[config.mk]
export PLATFORM = sky130hd
export DESIGN_NAME = pipe_seg_buf_flat
export DESIGN_NICKNAME = d
export VERILOG_FILES = /design/src/rtl/pipe_seg_buf_if.sv /design/src/rtl/pipe_seg_buf.sv /design/src/flat_wrapper.sv
export SDC_FILE = /design/constraint.sdc
export NUM_CORES = 1
export LEC_CHECK = 0
export CAP_MARGIN = 20
export CORE_UTILIZATION = 55
export DETAILED_ROUTE_END_ITERATION = 8
export HOLD_SLACK_MARGIN = 0.05
export MAX_ROUTING_LAYER = met4
export PLACE_DENSITY = 0.85
export SYNTH_ARGS = -nofsm -noshare
export SYNTH_HDL_FRONTEND = slang
export SYNTH_SLANG_ARGS = --single-unit
[constraint.sdc]
create_clock -name clk -period 6.44 [get_ports clk]
set_clock_uncertainty 0.05 [all_clocks]
set_input_delay 1.288 -clock clk [delete_from_list [all_inputs] [get_ports clk]]
set_output_delay 1.288 -clock clk [all_outputs]
set_load 0.05 [all_outputs]
[src/rtl/pipe_seg_buf_if.sv]
// pipe_seg_buf_if: handshake bundle for one pipeline segment buffer.
//   in_valid / in_ready / in_data / in_clr : producer -> buffer
//   out_valid / out_ready / out_data       : buffer -> consumer
// Handshake: a transfer happens on a rising clk edge where valid & ready are
// both 1. Valid may not depend on ready, and data must be stable while
// valid=1 and ready=0. Ready may be asserted without valid.
// Modports: slave = the buffer itself, master = the surrounding stages.
interface pipe_seg_buf_if #(
  parameter int DATA_W = 256
);
  logic              in_valid;
  logic              in_ready;
  logic [DATA_W-1:0] in_data;
  logic              in_clr;
  logic              out_valid;
  logic              out_ready;
  logic [DATA_W-1:0] out_data;

  modport slave (
    input  in_valid, in_data, in_clr, out_ready,
    output in_ready, out_valid, out_data
  );

  modport master (
    output in_valid, in_data, in_clr, out_ready,
    input  in_ready, out_valid, out_data
  );
endinterface

[src/rtl/pipe_seg_buf.sv]
// pipe_seg_buf: pipeline segment register with valid/ready handshake,
// optional 2-entry skid buffer, synchronous flush, per-field clear mask and
// a saturating stall-cycle counter.
// Ports:
//   clk        rising-edge clock
//   resetn     asynchronous active-low reset
//   flush      synchronous kill of all held entries
//   cnt_clr    synchronous clear of stall_cnt
//   bus        pipe_seg_buf_if.slave (in_* from producer, out_* to consumer)
//   occupancy  entries held: 0, 1 or 2
//   stall_cnt  saturating count of cycles with out_valid & ~out_ready
//   dbg_state  current FSM state (0 EMPTY, 1 ONE, 2 TWO)
module pipe_seg_buf #(
  parameter int                DATA_W   = 256,
  parameter int                SKID     = 1,
  parameter logic [DATA_W-1:0] CLR_MASK = '0,
  parameter int                CNT_W    = 16
) (
  input  logic             clk,
  input  logic             resetn,
  input  logic             flush,
  input  logic             cnt_clr,
  pipe_seg_buf_if.slave    bus,
  output logic [1:0]       occupancy,
  output logic [CNT_W-1:0] stall_cnt,
  output logic [1:0]       dbg_state
);

  typedef enum logic [1:0] {
    ST_EMPTY = 2'd0,
    ST_ONE   = 2'd1,
    ST_TWO   = 2'd2
  } state_t;

  state_t            state_q;
  logic [DATA_W-1:0] main_q;
  logic [DATA_W-1:0] skid_q;
  logic              out_valid_q;
  logic [1:0]        occ_q;
  logic              in_ready_q;
  logic [CNT_W-1:0]  stall_q;

  logic              in_ready_c;
  logic              in_fire;
  logic              out_fire;
  logic [DATA_W-1:0] cap;

  // With the skid entry, in_ready is a register (breaks the ready path back
  // to the producer). Without it, ready passes straight through from the
  // consumer, so a full register can still accept when it is being drained.
  always_comb begin
    in_ready_c = 1'b0;
    if (SKID != 0) begin
      in_ready_c = in_ready_q;
    end else begin
      in_ready_c = ~out_valid_q | bus.out_ready;
    end
  end

  assign in_fire  = bus.in_valid & in_ready_c;
  assign out_fire = out_valid_q & bus.out_ready;
  assign cap      = bus.in_data & ~(bus.in_clr ? CLR_MASK : '0);

  // Main FSM: main_q is always the head, skid_q only ever holds the entry
  // behind it, so ordering is preserved by construction.
  always_ff @(posedge clk or negedge resetn) begin
    if (!resetn) begin
      state_q     <= ST_EMPTY;
      main_q      <= '0;
      skid_q      <= '0;
      out_valid_q <= 1'b0;
      occ_q       <= 2'd0;
      in_ready_q  <= 1'b1;
    end else if (flush) begin
      // Flush beats both handshakes: an incoming payload is dropped, an
      // outgoing one was already seen by the consumer this cycle.
      state_q     <= ST_EMPTY;
      main_q      <= '0;
      skid_q      <= '0;
      out_valid_q <= 1'b0;
      occ_q       <= 2'd0;
      in_ready_q  <= 1'b1;
    end else begin
      case (state_q)
        ST_EMPTY: begin
          if (in_fire) begin
            main_q      <= cap;
            state_q     <= ST_ONE;
            out_valid_q <= 1'b1;
            occ_q       <= 2'd1;
            in_ready_q  <= 1'b1;
          end
        end
        ST_ONE: begin
          if (in_fire && out_fire) begin
            main_q <= cap;
          end else if (in_fire && (SKID != 0)) begin
            skid_q     <= cap;
            state_q    <= ST_TWO;
            occ_q      <= 2'd2;
            in_ready_q <= 1'b0;
          end else if (out_fire) begin
            // main_q keeps its last value; out_data is don't-care here.
            state_q     <= ST_EMPTY;
            out_valid_q <= 1'b0;
            occ_q       <= 2'd0;
            in_ready_q  <= 1'b1;
          end
        end
        ST_TWO: begin
          if (out_fire) begin
            main_q     <= skid_q;
            state_q    <= ST_ONE;
            occ_q      <= 2'd1;
            in_ready_q <= 1'b1;
          end
        end
        default: begin
          state_q     <= ST_EMPTY;
          out_valid_q <= 1'b0;
          occ_q       <= 2'd0;
          in_ready_q  <= 1'b1;
        end
      endcase
    end
  end

  // Stall counter: independent of flush, clear wins over increment,
  // saturates at all-ones.
  always_ff @(posedge clk or negedge resetn) begin
    if (!resetn) begin
      stall_q <= '0;
    end else if (cnt_clr) begin
      stall_q <= '0;
    end else if (out_valid_q && !bus.out_ready && (stall_q != '1)) begin
      stall_q <= stall_q + 1'b1;
    end
  end

  assign bus.in_ready  = in_ready_c;
  assign bus.out_valid = out_valid_q;
  assign bus.out_data  = main_q;
  assign occupancy     = occ_q;
  assign stall_cnt     = stall_q;
  assign dbg_state     = state_q;

endmodule

[src/flat_wrapper.sv]
// flat-port wrapper written by rule: the top's interface ports become plain ports
module pipe_seg_buf_flat 
#(
  parameter int                DATA_W   = 256,
  parameter int                SKID     = 1,
  parameter logic [DATA_W-1:0] CLR_MASK = '0,
  parameter int                CNT_W    = 16
)
  (clk, resetn, flush, cnt_clr, occupancy, stall_cnt, dbg_state, bus_in_valid, bus_in_data, bus_in_clr, bus_out_ready, bus_in_ready, bus_out_valid, bus_out_data);
  pipe_seg_buf_if #(.DATA_W(DATA_W)) bus_i ();
  input  logic clk;
  input  logic resetn;
  input  logic flush;
  input  logic cnt_clr;
  output logic [1:0] occupancy;
  output logic [CNT_W-1:0] stall_cnt;
  output logic [1:0] dbg_state;
  input wire logic [$bits(bus_i.in_valid)-1:0] bus_in_valid;
  input wire logic [$bits(bus_i.in_data)-1:0] bus_in_data;
  input wire logic [$bits(bus_i.in_clr)-1:0] bus_in_clr;
  input wire logic [$bits(bus_i.out_ready)-1:0] bus_out_ready;
  output wire logic [$bits(bus_i.in_ready)-1:0] bus_in_ready;
  output wire logic [$bits(bus_i.out_valid)-1:0] bus_out_valid;
  output wire logic [$bits(bus_i.out_data)-1:0] bus_out_data;
  assign bus_i.in_valid = bus_in_valid;
  assign bus_i.in_data = bus_in_data;
  assign bus_i.in_clr = bus_in_clr;
  assign bus_i.out_ready = bus_out_ready;
  assign bus_in_ready = bus_i.in_ready;
  assign bus_out_valid = bus_i.out_valid;
  assign bus_out_data = bus_i.out_data;
  pipe_seg_buf #(.DATA_W(DATA_W), .SKID(SKID), .CLR_MASK(CLR_MASK), .CNT_W(CNT_W)) u_core (.clk(clk), .resetn(resetn), .flush(flush), .cnt_clr(cnt_clr), .bus(bus_i), .occupancy(occupancy), .stall_cnt(stall_cnt), .dbg_state(dbg_state));
endmodule
# After elaboration in Yosys (flattened, before gate mapping)
# Index checks and enable logic that the tools add are counted.
# totals
regBits	532
latch_bits	0
ram_bits	0
rom_bits	0
in_bits	263
elab_cells	63
memories	0
# op_classes
n_addsub	1
n_mul	0
n_div	0
magnitude_cmp	0
eq_ne	12
shifts	0
mux	28
bitwise	2
reduce_logical	14
# op_table
op	n
256-bit two-way mux	7
256-bit one-hot mux with 3 select lines	1
16-bit two-way mux	2
16-bit by 1-bit adder with 16-bit output, second input constant	1
16-bit != test, second input constant	1
2-bit two-way mux	6
3-bit by 2-bit != test with 1-bit output, second input constant	4
1-bit two-way mux	9
4-bit AND reduction	2
3-bit != test, second input constant	2
1-bit one-hot mux with 3 select lines	2
2-bit one-hot mux with 3 select lines	1
2-bit nonzero test	3
5-bit AND reduction	1
2-bit != test, second input constant	2
4-bit by 2-bit != test with 1-bit output, second input constant	1
4-bit nonzero test	1
1-bit logical AND	3
3-bit AND reduction	1
1-bit AND	2
2-bit by 1-bit equality test with 1-bit output, second input constant	1
2-bit equality test, second input constant	1
2-bit logical NOT	1
2-bit AND reduction	1
1-bit logical NOT	1

# Depth between registers and ports, before layout
# Gate-level depths: netlist of run 1.
# logic_depth
depth_word	6
depth_mapped	8

# Worst setup path after synthesis of run 1
# No wires, ideal clock.
# synth_timing
path_type	input to register
startpoint	input port bus_in_valid
endpoint	register u_core.main_q[235] (netlist: u_core.bus.out_data[235])
setup_time_ns	0.125
arrival_time_ns	2.481
required_time_ns	6.265
slack_ns	3.785
path_stages	6
path_buffers	2
path_cell_list	nand2_1 -> o21ai_1 -> a31oi_4 -> buf_6 -> buf_12 -> mux2_2
# synth_between
elab_chain_len	4
elab_cells_between_ends	5
classes_between	2 x eq/ne; 1 x bitwise; 2 x reduce/logical
# synth_lines
item	line_no	rtl
start: declaration	flat_wrapper.sv:18	input wire logic [$bits(bus_i.in_valid)-1:0] bus_in_valid;
1-bit AND (*)	pipe_seg_buf.sv:60	assign in_fire = bus.in_valid & in_ready_c;
1-bit logical AND	pipe_seg_buf.sv:95	if (in_fire && out_fire) begin
3-bit by 2-bit != test with 1-bit output (no line)	--	
4-bit AND reduction (no line) (*)	--	
end signal: assignment	pipe_seg_buf.sv:87	main_q <= cap;
end signal: assignment	pipe_seg_buf.sv:96	main_q <= cap;
end signal: assignment	pipe_seg_buf.sv:112	main_q <= skid_q;
end: declaration	pipe_seg_buf.sv:36	logic [DATA_W-1:0] main_q;
# Mark *: on every way between the ends. The rest lies on a longest branch, timed or not.
# A chain may end at the register's enable or synchronous reset.

==> qor.csv, run 1 <==
stage,metric,value,unit
status,status,"complete, no violations",
floorplanning,die-area,47600,µm²
global_routing,grt_most_used_layer,met2,
synthesis,synth.most_common_cell,dfrtp_1,
power_and_ir_drop,max-vdd-ir-drop,0.291,mV
global_routing,grtUsageMet3,7.20,%
power_and_ir_drop,p_int,0.00772,W
place,hpwl,44100,µm
layout,fin_util,72.0,%
global_routing,gr-usage-met1,34.4,%
route,post_drt_wl_per_cell,20.1,µm
synthesis,synthCells,2364,
sta,min_period,3.89,ns
synthesis,syn_nets,2634,
place,io_buffers,539,
clock_tree,clockBufferDepth,3,
global_routing,gr-usage-met2,46.9,%
clock_tree,worstSkewPairLatency,0.58,ns
route,drtAntennaViolNets,0,
synthesis,avgSynthCellArea,10.9,µm²
floorplanning,num_rows,78,
critical_path,cp-end-kind,flop,
route,via_per_inst,5.60,
power_and_ir_drop,leakage,14.0,nW
power_and_ir_drop,p_seq_share,34.8,%
synthesis,ys_types,51,
sta,rsz0062_at_grt,false,
critical_path,cp.required,6.86,ns
clock_tree,clkTransAtPathRegs,0.06,ns
route,drc,0,
floorplanning,core_area,45700,µm²
job,cap_viol_max_count,0,
global_routing,grt_pass1_wl,108000,µm
sta,tns,0,ns
clock_tree,cts_buffers,54,
critical_path,critical_path_class,reg2reg,
synthesis,synth_area,25700,µm²
route,detail_route.first_pass.iterations,5,
clock_tree,tritoncts,built,
layout,drive_gt1_share,13.3,%
synthesis,synth-seq-cells,532,
clock_tree,h-tree-depth,2,
floorplanning,die_h,218,µm
sta,hold_viol_final,0,
synthesis,ys.flop_type,dfrtp_1,
global_routing,antenna_found_initial,19,
synthesis,yosysTopAreaCellShare,51.7,%
synthesis,ys_async_sr_fraction,100,%
layout,seq_area,13300,µm²
global_routing,grt_start_max_net_pins,236,
power_and_ir_drop,p_sw_share,37.0,%
global_routing,grt_overflow,0,
layout,n_fill_cell,3008,
clock_tree,clock-root-buffer,clkbuf_16,
power_and_ir_drop,combPwrFrac,38.2,%
sta,min_period_over_period,60.3,%
sta,slew-limit-headroom,20.7,%
clock_tree,clock_sinks,532,
power_and_ir_drop,power.switching,0.00454,W
floorplanning,die_w,218,µm
power_and_ir_drop,power,0.0123,W
sta,worst_pin_slew,1.19,ns
layout,multi_input_area,11200,µm²
sta,max_freq,257,MHz
critical_path,crit_arrival,4.30,ns
power_and_ir_drop,powerDensity,373,nW/µm²
clock_tree,postCtsResizedCells,0,
floorplanning,initial_core_util,56.2,%
place,gp_congestion,0.845,
layout,area_delta_synth_final,28.0,%
clock_tree,postCtsSetupRepairBufs,0,
synthesis,yosys_warnings,0,
route,drt-total-wl,69500,µm
synthesis,ys_seq_area_share,51.8,%
sta,maxSlewViolCount,0,
global_routing,grt_pass1_vias,20100,
global_routing,track_usage,29.5,%
critical_path,worstPathMaxFanout,88,
hold_path,worstHoldPathType,reg2reg,
route,drtIter0Drc,1698,
synthesis,yosysTopAreaCell,dfrtp_1,
floorplanning,ioPinCount,541,
clock_tree,cts.hold.buffers_added,0,
sta,hold_slack,0.447,ns
route,vias,19400,
synthesis,synth_edf_count,0,
power_and_ir_drop,p_clk_share,26.9,%
layout,final_nets,3071,
synthesis,synthTopCellsByArea,"dfrtp_1, mux2_4, mux2i_1, nand2_1, a21oi_1",
critical_path,critPathLaunchType,flop,
sta,final-setup-viol-count,0,
synthesis,synth_common_cells,"dfrtp_1, nand2_1, a21oi_1",
[cell type report]
type / count / share of cell area, %
Sequential cell: 532 / 40.5
Multi-Input combinational cell: 1652 / 34.1
Timing Repair Buffer: 557 / 17.2
Clock buffer: 79 / 4.86
Tap cell: 600 / 2.28
Clock inverter: 19 / 0.853
Antenna cell: 19 / 0.145
Inverter: 4 / 0.0457
[critical path, stage by stage (launching register included)]
cell and delay [ns]:
dfrtp_1 0.49, inv_1 0.22, ha_4 0.81, o21ai_1 0.26, a31oi_4 0.29, buf_12 0.41, buf_12 0.59, mux2_4 0.36
[per-layer routing]
metal / vias to the layer above / share of wire [%]
met3: 180 / 7.1
li1: 8831 / -
met5: - / 0
met2: 686 / 50
met1: 9682 / 38
met4: 0 / 5.2
[worst paths after layout]
path / cells past startpoint / endpoint / slack, ns / startpoint
min in group asynchronous: 1 / u_core.skid_q[104]$_DFFE_PN0P_ / 0.70 / resetn
min reg2reg: 1 / u_core.bus.out_data[242]$_DFFE_PN0P_ / 0.45 / u_core.bus.out_data[242]$_DFFE_PN0P_
max: 7 / u_core.bus.out_data[112]$_DFFE_PN0P_ / 2.55 / u_core.occupancy[0]$_DFFE_PN0P_
max reg2reg: 7 / u_core.bus.out_data[112]$_DFFE_PN0P_ / 2.55 / u_core.occupancy[0]$_DFFE_PN0P_
min: 1 / u_core.bus.out_data[242]$_DFFE_PN0P_ / 0.45 / u_core.bus.out_data[242]$_DFFE_PN0P_
max in group asynchronous: 2 / u_core.bus.out_data[217]$_DFFE_PN0P_ / 4.16 / resetn
[registers in the layout, summed over array words and instances, names as in the netlist]
name,count
u_core.bus.out_data,256
u_core.skid_q,256
u_core.stall_cnt,16
u_core.occupancy,2
u_core.bus.in_ready,1
u_core.bus.out_valid,1
[logic make-up (layout without fill, tap and decap cells)]
logic type / Yosys count / after routing / share of synthesized area, %
buf+inv: 180 / 659 / 4.64
other cells: 0 / 19 / 0
xor+xnor: 1 / 1 / 0.0341
simple gates: 838 / 838 / 12.9
compound gates: 287 / 287 / 5.83
mux: 519 / 519 / 24.4
flops: 532 / 532 / 51.8
fa+ha+maj: 7 / 7 / 0.341
[power by group through the flow]
stage | Combinational, W | Sequential (W) | Clock (W)
floorplan | 0.00194 | 0.00567 | 0
global placement | 0.00461 | 0.00427 | 0
detailed placement | 0.00468 | 0.00431 | 0
CTS | 0.00471 | 0.00427 | 0.00336
global route | 0.00491 | 0.00433 | 0.00350
finish | 0.00469 | 0.00427 | 0.00330
[layout by cell type (no fill, tap or decap), types with 2 or more instances in the layout]
| cell type | count |
|---|---|
| nand3_1 | 6 |
| buf_8 | 2 |
| o21ai_1 | 2 |
| nor2b_1 | 6 |
| nor3b_1 | 2 |
| mux2i_1 | 257 |
| nor4_1 | 2 |
| buf_12 | 10 |
| mux2_2 | 60 |
| mux2_1 | 2 |
| mux2_4 | 200 |
| nand4_1 | 4 |
| or3_1 | 4 |
| or4_1 | 4 |
| clkdlybuf4s50_1 | 537 |
| o311ai_0 | 2 |
| a21oi_1 | 266 |
| o31ai_1 | 3 |
| bufinv_16 | 7 |
| inv_1 | 4 |
| diode_2 | 19 |
| clkbuf_16 | 55 |
| a211oi_1 | 3 |
| nor2_1 | 264 |
| and4_1 | 2 |
| dfrtp_1 | 531 |
| clkbuf_8 | 13 |
| nor3_1 | 6 |
| nand2_1 | 523 |
| buf_4 | 8 |
| ha_1 | 6 |
| clkinv_2 | 9 |
| and2_1 | 2 |
| clkbuf_1 | 11 |
| o21ai_0 | 4 |
[metrics by stage]
stage,instances,area (µm²),setup WS [ns]
floorplan,2364,25700,3.78
global placement,3345,31000,2.29
detailed placement,3345,31000,2.27
CTS,3443,32800,2.57
global route,3462,32900,2.42
finish,3462,32900,2.55
Note: power is estimated with default switching activity, not from simulation.
==> inputs of run 2 (changes only) <==
Settings changed: CORE_UTILIZATION 55 to 52, PLACE_DENSITY 0.85 to 0.81.
Clock period 6.44 ns to 3.8 ns, I/O delays scaled along.
==> qor.csv, run 2 (same netlist as run 1, synthesis figures left out) <==
stage,metric,value,unit,change
hold_path,worstHoldPathType,in2async,,was reg2reg
route,detail_route.first_pass.iterations,7,,was 5
clock_tree,clockBufferDepth,3,,unchanged
clock_tree,h-tree-depth,2,,unchanged
status,status,"complete, no violations",,unchanged
power_and_ir_drop,powerDensity,636,nW/µm²,was 373 nW/µm²
layout,final_cell_count_no_fill,3544,,was 3462
critical_path,critPathLaunchType,flop,,unchanged
floorplanning,num_rows,81,,was 78
clock_tree,postCtsSetupRepairBufs,0,,unchanged
route,drt-total-wl,70600,µm,was 69500 µm
layout,final_nets,3096,,was 3071
route,drtAntennaViolNets,0,,unchanged
clock_tree,clock_sinks,532,,unchanged
route,via_per_inst,5.51,,was 5.60
critical_path,critical_path_class,reg2reg,,unchanged
layout,final_common_cell,clkdlybuf4s50_1,,unchanged
global_routing,grt_start_max_net_pins,194,,was 236
layout,area_delta_synth_final,29.8,%,was 28.0%
power_and_ir_drop,p_int,0.0134,W,was 0.00772 W
sta,min_period,2.93,ns,was 3.89 ns
sta,tns,0,ns,unchanged
place,dp_cells,3432,,was 3345
route,vias,19500,,was 19.4k
floorplanning,die_h,224,µm,was 218 µm
global_routing,track_usage,28.4,%,was 29.5%
sta,worst_pin_slew,0.856,ns,was 1.19 ns
sta,final-setup-viol-count,0,,unchanged
place,place_area,31300,µm²,was 31000 µm²
route,drc,0,,unchanged
global_routing,gr-usage-met1,33.5,%,was 34.4%
floorplanning,die-area,50300,µm²,was 47600 µm²
global_routing,grtUsageMet3,7.07,%,was 7.20%
sta,slew-limit-headroom,42.9,%,was 20.7%
layout,fin_util,68.2,%,was 72.0%
power_and_ir_drop,leakage,14.2,nW,was 14.0 nW
critical_path,worstPathMaxFanout,50,,was 88
global_routing,gr-usage-met2,45.6,%,was 46.9%
clock_tree,worstSkewPairLatency,0.61,ns,was 0.58 ns
route,drtIter0Drc,1679,,was 1698
layout,final_cell_mix,"clkdlybuf4s50_1, dfrtp_1, nand2_1",,unchanged
critical_path,crit_arrival,3.36,ns,was 4.30 ns
power_and_ir_drop,max-vdd-ir-drop,0.476,mV,was 0.291 mV
place,hpwl,45300,µm,was 44100 µm
floorplanning,initial_core_util,52.6,%,was 56.2%
critical_path,cp.required,4.22,ns,was 6.86 ns
global_routing,grt_overflow,0,,unchanged
power_and_ir_drop,p_seq_share,34.1,%,was 34.8%
floorplanning,die_w,224,µm,was 218 µm
power_and_ir_drop,p_sw_share,36.9,%,was 37.0%
global_routing,grt_pass1_wl,110000,µm,was 108000 µm
place,io_buffers,539,,unchanged
clock_tree,postCtsResizedCells,0,,unchanged
floorplanning,ioPinCount,541,,unchanged
global_routing,grt_pass1_vias,20300,,was 20.1k
clock_tree,clock-root-buffer,clkbuf_16,,unchanged
layout,drive_gt1_share,13.9,%,was 13.3%
route,post_drt_wl_per_cell,19.9,µm,was 20.1 µm
power_and_ir_drop,combPwrFrac,38.0,%,was 38.2%
sta,max_freq,341,MHz,was 257 MHz
clock_tree,cts_buffers,56,,was 54
sta,maxSlewViolCount,0,,unchanged
global_routing,grt_most_used_layer,met2,,unchanged
layout,stdcell_area,33300,µm²,was 32900 µm²
job,cap_viol_max_count,0,,unchanged
power_and_ir_drop,p_clk_share,27.8,%,was 26.9%
sta,rsz0062_at_grt,false,,unchanged
global_routing,antenna_found_initial,13,,was 19
clock_tree,cts.hold.buffers_added,0,,unchanged
floorplanning,core_area,48800,µm²,was 45700 µm²
sta,post-route-worst-setup-slack,0.868,ns,was 2.55 ns
place,gp_congestion,0.876,,was 0.845
clock_tree,tritoncts,built,,unchanged
sta,min_period_over_period,77.2,%,was 60.3%
critical_path,cp-end-kind,flop,,unchanged
place,pre_cts_ws,0.638,ns,was 2.27 ns
clock_tree,clkTransAtPathRegs,0.06,ns,about the same
sta,hold_viol_final,0,,unchanged
power_and_ir_drop,power.switching,0.00782,W,was 0.00454 W
-- run 2: cell count changes in the layout (fill, tap and decap cells not counted), moves of 2 or more --
cell	before	now
buf_12	10	20
buf_4	8	21
bufinv_16	7	10
clkbuf_1	11	15
clkbuf_16	55	57
clkbuf_8	13	10
clkinv_2	9	5
diode_2	19	13
-- run 2: through the flow --
| stage | total power (W) | hold slack, ns |
|---|---|---|
| after detailed placement | 0.0154 | 0.430 |
| after global placement | 0.0151 | 0.426 |
| final | 0.0212 | 0.0824 |
| after floorplan | 0.0129 | 0.414 |
| after CTS | 0.0213 | 0.0641 |
| after global routing | 0.0220 | 0.0957 |
-- run 2: layout make-up --
type | instances | area (µm²)
diodes | 13 | 32.5
clock buffers | 82 | 1620
clock inverters | 17 | 349
fillers | 3508 | 15500
inverters | 4 | 15.0
multi-input cells | 1652 | 11200
flip-flops and latches | 532 | 13300
well taps | 664 | 831
repair buffers | 580 | 5960
-- run 2: worst max-delay path, cell delays in order (launching register included) --
cell and delay (ns):
dfrtp_1 0.51, inv_1 0.19, ha_1 0.36, or2_2 0.33, a31oi_4 0.31, buf_4 0.30
buf_12 0.37, mux2_4 0.34
-- run 2: per-layer routing --
layer	up-vias	part of all wire, %
met1	9803	38
met3	178	7.3
met4	0	4.6
li1	8865	-
met5	-	0
met2	695	50
-- run 2: power groups by stage --
stage	Clock [W]	Sequential, W	Combinational (W)
after global routing	0.00619	0.00734	0.00843
after detailed placement	0	0.00730	0.00805
final	0.00591	0.00724	0.00807
after global placement	0	0.00724	0.00790
after floorplan	0	0.00960	0.00329
after CTS	0.00600	0.00723	0.00809
-- run 2: worst paths after layout --
path,from,endpoint,slack (ns),cells past startpoint
setup reg to reg,u_core.occupancy[0]$_DFFE_PN0P_,u_core.bus.out_data[164]$_DFFE_PN0P_,0.87,7
min in group clk,u_core.bus.out_data[250]$_DFFE_PN0P_,u_core.bus.out_data[250]$_DFFE_PN0P_,0.44,1
setup / recovery,u_core.occupancy[0]$_DFFE_PN0P_,u_core.bus.out_data[164]$_DFFE_PN0P_,0.87,7
max in group asynchronous,resetn,u_core.skid_q[103]$_DFFE_PN0P_,2.68,2
hold reg to reg,u_core.bus.out_data[250]$_DFFE_PN0P_,u_core.bus.out_data[250]$_DFFE_PN0P_,0.44,1
hold / removal,resetn,u_core.bus.out_data[2]$_DFFE_PN0P_,0.08,1
